===== src/rtl/alu_pkg.sv =====
// rtl/alu_pkg.sv - opcodes, widths and opcode legality shared by the ALU command queue
package alu_pkg;

  localparam int OP_W       = 3;
  localparam int DEF_DATA_W = 32;

  localparam logic [OP_W-1:0] OP_ADD = 3'b001;
  localparam logic [OP_W-1:0] OP_AND = 3'b010;
  localparam logic [OP_W-1:0] OP_OR  = 3'b011;
  localparam logic [OP_W-1:0] OP_MUL = 3'b100;
  localparam logic [OP_W-1:0] OP_SUB = 3'b101;
  localparam logic [OP_W-1:0] OP_SLT = 3'b110;

  // 000 and 111 still flow through the queue; the ALU just returns 0 for them
  function automatic logic is_legal_op(input logic [OP_W-1:0] op);
    return (op != '0) && (op != '1);
  endfunction

endpackage


===== src/rtl/alu_cmd_queue_if.sv =====
// rtl/alu_cmd_queue_if.sv - command, ALU and result signals of the ALU command queue
interface alu_cmd_queue_if #(
  parameter int DEPTH  = 4,
  parameter int DATA_W = alu_pkg::DEF_DATA_W
) ();
  import alu_pkg::*;

  logic                         cmd_valid;
  logic                         cmd_ready;
  logic [OP_W-1:0]              cmd_op;
  logic [DATA_W-1:0]            cmd_a;
  logic [DATA_W-1:0]            cmd_b;

  logic [OP_W-1:0]              alu_op;
  logic [DATA_W-1:0]            alu_a;
  logic [DATA_W-1:0]            alu_b;
  logic [DATA_W-1:0]            alu_r;

  logic                         res_valid;
  logic                         res_ready;
  logic [DATA_W-1:0]            res_data;
  logic                         res_zero;
  logic [OP_W-1:0]              res_op;
  logic                         res_illegal;

  logic [$clog2(DEPTH+1)-1:0]   count;

  modport master (
    output cmd_valid, cmd_op, cmd_a, cmd_b, alu_r, res_ready,
    input  cmd_ready, alu_op, alu_a, alu_b,
    input  res_valid, res_data, res_zero, res_op, res_illegal, count
  );

  modport slave (
    input  cmd_valid, cmd_op, cmd_a, cmd_b, alu_r, res_ready,
    output cmd_ready, alu_op, alu_a, alu_b,
    output res_valid, res_data, res_zero, res_op, res_illegal, count
  );

endinterface


===== src/rtl/sync_fifo.sv =====
// rtl/sync_fifo.sv - single-clock FIFO with occupancy count; storage itself is not reset
module sync_fifo #(
  parameter int WIDTH = 8,
  parameter int DEPTH = 4
) (
  input  logic                       clk,
  input  logic                       rst,
  input  logic                       push,
  input  logic [WIDTH-1:0]           wdata,
  input  logic                       pop,
  output logic [WIDTH-1:0]           rdata,
  output logic                       full,
  output logic                       empty,
  output logic [$clog2(DEPTH+1)-1:0] count
);
  localparam int AW = $clog2(DEPTH);
  localparam int CW = $clog2(DEPTH+1);

  logic [WIDTH-1:0] mem [DEPTH];
  logic [AW-1:0]    wr_ptr;
  logic [AW-1:0]    rd_ptr;
  logic             do_push;
  logic             do_pop;

  assign full    = (count == CW'(DEPTH));
  assign empty   = (count == '0);
  assign do_push = push && !full;
  assign do_pop  = pop && !empty;
  assign rdata   = mem[rd_ptr];

  always_ff @(posedge clk) begin
    if (do_push) mem[wr_ptr] <= wdata;
  end

  // DEPTH is a power of two, so pointers wrap by plain overflow
  always_ff @(posedge clk) begin
    if (rst) begin
      wr_ptr <= '0;
      rd_ptr <= '0;
      count  <= '0;
    end else begin
      if (do_push) wr_ptr <= wr_ptr + AW'(1);
      if (do_pop)  rd_ptr <= rd_ptr + AW'(1);
      case ({do_push, do_pop})
        2'b10:   count <= count + CW'(1);
        2'b01:   count <= count - CW'(1);
        default: count <= count;
      endcase
    end
  end

endmodule


===== src/rtl/alu_cmd_queue.sv =====
// rtl/alu_cmd_queue.sv - queued command front-end for the ALU with an in-order registered result
module alu_cmd_queue import alu_pkg::*; #(
  parameter int DEPTH  = 4,
  parameter int DATA_W = DEF_DATA_W
) (
  input  logic            clk,
  input  logic            rst,
  alu_cmd_queue_if.slave  bus
);
  localparam int CW = $clog2(DEPTH+1);
  localparam int EW = OP_W + 2*DATA_W;

  logic [EW-1:0] head;
  logic          empty;
  logic          full;
  logic [CW-1:0] count;
  logic [CW-1:0] count_next;
  logic          push;
  logic          pop;

  assign push = bus.cmd_valid && bus.cmd_ready && !full;
  assign pop  = !empty && (!bus.res_valid || bus.res_ready);

  sync_fifo #(.WIDTH(EW), .DEPTH(DEPTH)) u_fifo (
    .clk   (clk),
    .rst   (rst),
    .push  (push),
    .wdata ({bus.cmd_op, bus.cmd_a, bus.cmd_b}),
    .pop   (pop),
    .rdata (head),
    .full  (full),
    .empty (empty),
    .count (count)
  );

  assign bus.count  = count;
  assign bus.alu_op = empty ? '0 : head[EW-1 -: OP_W];
  assign bus.alu_a  = empty ? '0 : head[2*DATA_W-1 -: DATA_W];
  assign bus.alu_b  = empty ? '0 : head[DATA_W-1:0];

  always_comb begin
    count_next = count;
    if (push && !pop)      count_next = count + CW'(1);
    else if (!push && pop) count_next = count - CW'(1);
  end

  // Registered from next-state occupancy so res_ready never reaches cmd_ready combinationally
  always_ff @(posedge clk) begin
    if (rst) bus.cmd_ready <= 1'b0;
    else     bus.cmd_ready <= (count_next < CW'(DEPTH));
  end

  always_ff @(posedge clk) begin
    if (rst) begin
      bus.res_valid   <= 1'b0;
      bus.res_data    <= '0;
      bus.res_zero    <= 1'b0;
      bus.res_op      <= '0;
      bus.res_illegal <= 1'b0;
    end else if (pop) begin
      bus.res_valid   <= 1'b1;
      bus.res_data    <= bus.alu_r;
      bus.res_zero    <= (bus.alu_r == '0);
      bus.res_op      <= bus.alu_op;
      bus.res_illegal <= !is_legal_op(bus.alu_op);
    end else if (bus.res_ready) begin
      bus.res_valid   <= 1'b0;
    end
  end

endmodule

===== src/flat_wrapper.sv =====
// flat-port wrapper written by rule: the top's interface ports become plain ports
module alu_cmd_queue_flat import alu_pkg::*;
#(
  parameter int DEPTH  = 4,
  parameter int DATA_W = DEF_DATA_W
)
  (clk, rst, bus_cmd_valid, bus_cmd_op, bus_cmd_a, bus_cmd_b, bus_alu_r, bus_res_ready, bus_cmd_ready, bus_alu_op, bus_alu_a, bus_alu_b, bus_res_valid, bus_res_data, bus_res_zero, bus_res_op, bus_res_illegal, bus_count);
  alu_cmd_queue_if #(.DEPTH(DEPTH), .DATA_W(DATA_W)) bus_i ();
  input  logic clk;
  input  logic rst;
  input wire logic [$bits(bus_i.cmd_valid)-1:0] bus_cmd_valid;
  input wire logic [$bits(bus_i.cmd_op)-1:0] bus_cmd_op;
  input wire logic [$bits(bus_i.cmd_a)-1:0] bus_cmd_a;
  input wire logic [$bits(bus_i.cmd_b)-1:0] bus_cmd_b;
  input wire logic [$bits(bus_i.alu_r)-1:0] bus_alu_r;
  input wire logic [$bits(bus_i.res_ready)-1:0] bus_res_ready;
  output wire logic [$bits(bus_i.cmd_ready)-1:0] bus_cmd_ready;
  output wire logic [$bits(bus_i.alu_op)-1:0] bus_alu_op;
  output wire logic [$bits(bus_i.alu_a)-1:0] bus_alu_a;
  output wire logic [$bits(bus_i.alu_b)-1:0] bus_alu_b;
  output wire logic [$bits(bus_i.res_valid)-1:0] bus_res_valid;
  output wire logic [$bits(bus_i.res_data)-1:0] bus_res_data;
  output wire logic [$bits(bus_i.res_zero)-1:0] bus_res_zero;
  output wire logic [$bits(bus_i.res_op)-1:0] bus_res_op;
  output wire logic [$bits(bus_i.res_illegal)-1:0] bus_res_illegal;
  output wire logic [$bits(bus_i.count)-1:0] bus_count;
  assign bus_i.cmd_valid = bus_cmd_valid;
  assign bus_i.cmd_op = bus_cmd_op;
  assign bus_i.cmd_a = bus_cmd_a;
  assign bus_i.cmd_b = bus_cmd_b;
  assign bus_i.alu_r = bus_alu_r;
  assign bus_i.res_ready = bus_res_ready;
  assign bus_cmd_ready = bus_i.cmd_ready;
  assign bus_alu_op = bus_i.alu_op;
  assign bus_alu_a = bus_i.alu_a;
  assign bus_alu_b = bus_i.alu_b;
  assign bus_res_valid = bus_i.res_valid;
  assign bus_res_data = bus_i.res_data;
  assign bus_res_zero = bus_i.res_zero;
  assign bus_res_op = bus_i.res_op;
  assign bus_res_illegal = bus_i.res_illegal;
  assign bus_count = bus_i.count;
  alu_cmd_queue #(.DEPTH(DEPTH), .DATA_W(DATA_W)) u_core (.clk(clk), .rst(rst), .bus(bus_i));
endmodule

===== config.mk =====
export PLATFORM = sky130hd
export DESIGN_NAME = alu_cmd_queue_flat
export DESIGN_NICKNAME = d
export VERILOG_FILES = /design/src/rtl/alu_pkg.sv /design/src/rtl/alu_cmd_queue_if.sv /design/src/rtl/sync_fifo.sv /design/src/rtl/alu_cmd_queue.sv /design/src/flat_wrapper.sv
export SDC_FILE = /design/constraint.sdc
export NUM_CORES = 1
export LEC_CHECK = 0
export BUFFER_PORTS_ARGS = -buffer_cell sky130_fd_sc_hd__buf_2
export CORE_AREA = 10 10 197 199
export CTS_BUF_LIST = sky130_fd_sc_hd__clkbuf_4
export DETAILED_ROUTE_END_ITERATION = 6
export DIE_AREA = 0 0 207 209
export GPL_TIMING_DRIVEN = 0
export PLACE_DENSITY_LB_ADDON = 0.1
export SLEW_MARGIN = 20
export SYNTH_ARGS = -nofsm -noshare
export SYNTH_HDL_FRONTEND = slang
export SYNTH_HIERARCHICAL = 1
export SYNTH_SLANG_ARGS = --single-unit

===== constraint.sdc =====
create_clock -name clk -period 4.46 [get_ports clk]
set_input_delay 1.338 -clock clk [delete_from_list [all_inputs] [get_ports clk]]
set_output_delay 1.338 -clock clk [all_outputs]
set_load 0.005 [all_outputs]

==> results.sh <==
export IMPL_status="finished clean"
export IMPL_die_height_um=209
export IMPL_drc_errors=0
export IMPL_clock_skew_ns=0.0340
export IMPL_topRoutingLayerUsed="met5"
export IMPL_nets=1077
export IMPL_min_delay_start="u_core/bus.res_data[17]"
export IMPL_slew_headroom_pct=48.3
export IMPL_crit_required_ns=3.12
export IMPL_cp_arrival_ns=2.65
export IMPL_rsz0062_at_grt="false"
export IMPL_grt_pass1_wl_mm=45.4
export IMPL_h_tree_depth=3
export IMPL_syn_inst=662
export IMPL_clkLatencyLatePin_ns=0.73
export IMPL_route_vias_total=6950
export IMPL_die_w_um=207
export IMPL_grt_max_degree=41
export IMPL_wire_per_inst_um=19.8
export IMPL_grt_antenna_before_repair=6
export IMPL_m1WireLength_mm=12.8
export IMPL_cap_violations=0
export IMPL_met3_length_mm=1.90
export IMPL_gp_congestion=0.817
export IMPL_drt_total_wl_mm=29.5
export IMPL_hold_depth=2
export IMPL_dr_pass1_iters=4
export IMPL_start_util_pct=34.4
export IMPL_via_per_inst=4.66
export IMPL_fmaxAchievable_mhz=251
export IMPL_numClockSinks=316
export IMPL_hold_viol=0
export IMPL_dp_hpwl_mm=19.3
export IMPL_timing_final_crit_share_pct=89.4
export IMPL_hold_class="reg2reg"
export IMPL_end_kind="primary output"
export IMPL_yosysSeqAreaShare_pct=74.7
export IMPL_crit_reg2reg_launch="u_core/u_fifo/count[0]"
export IMPL_period_minus_slack_ns=3.99
export IMPL_design_die_area_mm2=0.0433
export IMPL_numCtsBuffers=88
export IMPL_setup_viol=0
export IMPL_startpoint_type="flop"
export IMPL_synthTopCellsByCount="edfxtp_1 (268), nand2_1 (71), nor2b_1 (68), mux4_2 (67), dfxtp_1 (48)"
export IMPL_power_leakage_nw=5.41
export IMPL_area_growth_pct=24.5
export IMPL_p_per_area_mw_per_mm2=567
export IMPL_min_to="u_core/bus.res_data[17]"
export IMPL_layout_drive_gt1_share_pct=43.7
export IMPL_ys_warn_count=6
export IMPL_cts_path_max_buffers=3
export IMPL_tritoncts="done"
export IMPL_first_global_vias=7725
export IMPL_max_vdd_ir_drop_uv=226
export IMPL_root_buffer="clkbuf_4"
export IMPL_yosysMostFrequentCell="edfxtp_1"
export IMPL_overflow=0
export IMPL_first_iter_violations=293
export IMPL_synth_area_leaders="edfxtp_1 (67%), mux4_2 (13%), dfxtp_1 (8.0%), nor2b_1 (3.5%), nand2_1 (2.2%)"
export IMPL_r2r_slack_ns=1.32
export IMPL_synth_area_mm2=0.0121
export IMPL_rows=69
export IMPL_critPathKind="reg2out"
export IMPL_tightestPinTransition_ns=0.776
export IMPL_cts_hold_buf=0
export IMPL_stdcell_area_mm2=0.0150
export IMPL_syn_nets=771
export IMPL_ys_flop_type="edfxtp_1"
export IMPL_core_area_mm2=0.0351
export IMPL_clk_pin_slew_ns=0.06
export IMPL_yosysTopAreaCellShare_pct=66.7
export IMPL_wl_met2_mm=14.3
export IMPL_critPathMaxFanout=10
export IMPL_pin_count=212
export IMPL_rr_endpoint="u_core/u_fifo/count[2]"
export IMPL_dpl_cell_count=1339
export IMPL_final_cells=1493
export IMPL_synth_top_area_cell="edfxtp_1"
export IMPL_synth_async_reset_ratio_pct=0
export IMPL_ant_nets=0
export IMPL_postCtsSetupBuffers=0
export IMPL_dpl_cell_area_mm2=0.0138
export IMPL_port_buffers=211
export IMPL_synthDistinctLibCells=36
export IMPL_groute_usage_overall_pct=13.6
export IMPL_drv_slew=0
export IMPL_ys_ff_latch=316
export IMPL_synth_edf_count=268
export IMPL_postSynthAreaPerCell_um2=18.2
export IMPL_reg2reg_depth=13
==> cell families after synthesis <==
kind of cell / share of synthesized area, %
xor+xnor: 0.218
buf+inv: 2.14
compound gates: 1.96
mux: 12.8
simple gates: 7.56
fa+ha+maj: 0.685
flops: 74.7
==> final cells by class <==
| cell class | instances | area, µm² |
|---|---|---|
| antenna | 3 | 7.51 |
| clock buffer | 135 | 1010 |
| sequential | 316 | 9010 |
| buffer | 35 | 226 |
| clock inverter | 16 | 168 |
| multi-input combinational | 302 | 2820 |
| fill | 3315 | 20000 |
| tap | 461 | 577 |
| timing repair buffer | 216 | 1160 |
| inverter | 9 | 33.8 |
==> critical path, stage by stage (launching register included) <==
cell and delay [ns]:
dfxtp_1 0.41, nor3_4 0.45, clkbuf_2 0.38, clkbuf_1 0.45
nor2b_1 0.12, buf_2 0.15
==> flip-flops by register name, summed over array words and instances, names as in the netlist, named ones only <==
signal / flops
u_core/u_fifo/wr_ptr: 2
u_core/bus.res_illegal: 1
u_core/bus.res_zero: 1
u_core/bus.res_data: 32
u_core/u_fifo/count: 3
u_core/bus.res_valid: 1
u_core/bus.res_op: 3
u_core/u_fifo/mem: 268
u_core/bus.cmd_ready: 1
u_core/u_fifo/rd_ptr: 2
==> report_power, final <==
group / internal (mW) / switching, mW
sequential: 3.52 / 0.116
clock: 1.59 / 1.14
combinational: 0.926 / 1.22
==> metal layers <==
| metal | global-route usage [%] | up-vias |
|---|---|---|
| met5 | 0 | - |
| met4 | 5.56 | 6 |
| met3 | 4.73 | 40 |
| met2 | 21.9 | 233 |
| met1 | 16.4 | 3452 |
| li1 | - | 3219 |
==> worst max path at each step <==
stage / start / endpoint / slack, ns / cells after the start
floorplan: bus_cmd_valid / u_core/u_fifo/mem[0][0] / 0.60 / 4
global placement: bus_cmd_valid / u_core/u_fifo/mem[1][27] / -1.19 / 5
detailed placement: u_core/u_fifo/count[0] / bus_alu_b[22] / 0.35 / 5
CTS: u_core/u_fifo/count[0] / bus_alu_b[4] / 0.20 / 5
global route: u_core/u_fifo/count[0] / bus_alu_b[4] / 0.13 / 5
finish: u_core/u_fifo/count[0] / bus_alu_b[4] / 0.47 / 5
==> layout by cell type, fill, tap and decap left out, drive strengths merged, types with 2 or more instances in the layout <==
| cell | instances |
|---|---|
| a21oi | 40 |
| and2 | 4 |
| buf | 235 |
| bufinv | 4 |
| clkbuf | 151 |
| clkinv | 10 |
| dfxtp | 48 |
| diode | 3 |
| edfxtp | 268 |
| ha | 5 |
| inv | 11 |
| mux2i | 2 |
| mux4 | 67 |
| nand2 | 71 |
| nand2b | 4 |
| nand4 | 2 |
| nor2 | 8 |
| nor2b | 68 |
| nor3 | 3 |
| nor4 | 6 |
| o21ai | 4 |
| or3 | 4 |
| or4 | 2 |
| xor2 | 3 |
==> per-stage QoR <==
step                power (mW)  setup TNS, ns  hold WS, ns  util, %  setup slack, ns
floorplan                 4.90              0        0.453        -            0.599
global placement          5.91        -298.59        0.441     39.1            -1.19
detailed placement        5.93              0        0.445     39.4            0.346
CTS                       8.75              0        0.452     42.8            0.196
global route              9.09              0        0.468     42.8            0.126
finish                    8.51              0        0.450     42.8            0.471
==> timing repair <==
| action | CTS | global route |
|---|---|---|
| endpoints found under the setup margin | 20 | 0 |
| resized for setup | 3 | 0 |
| hold endpoints to repair | 0 | 0 |
Power figures use the tool's default switching activity.
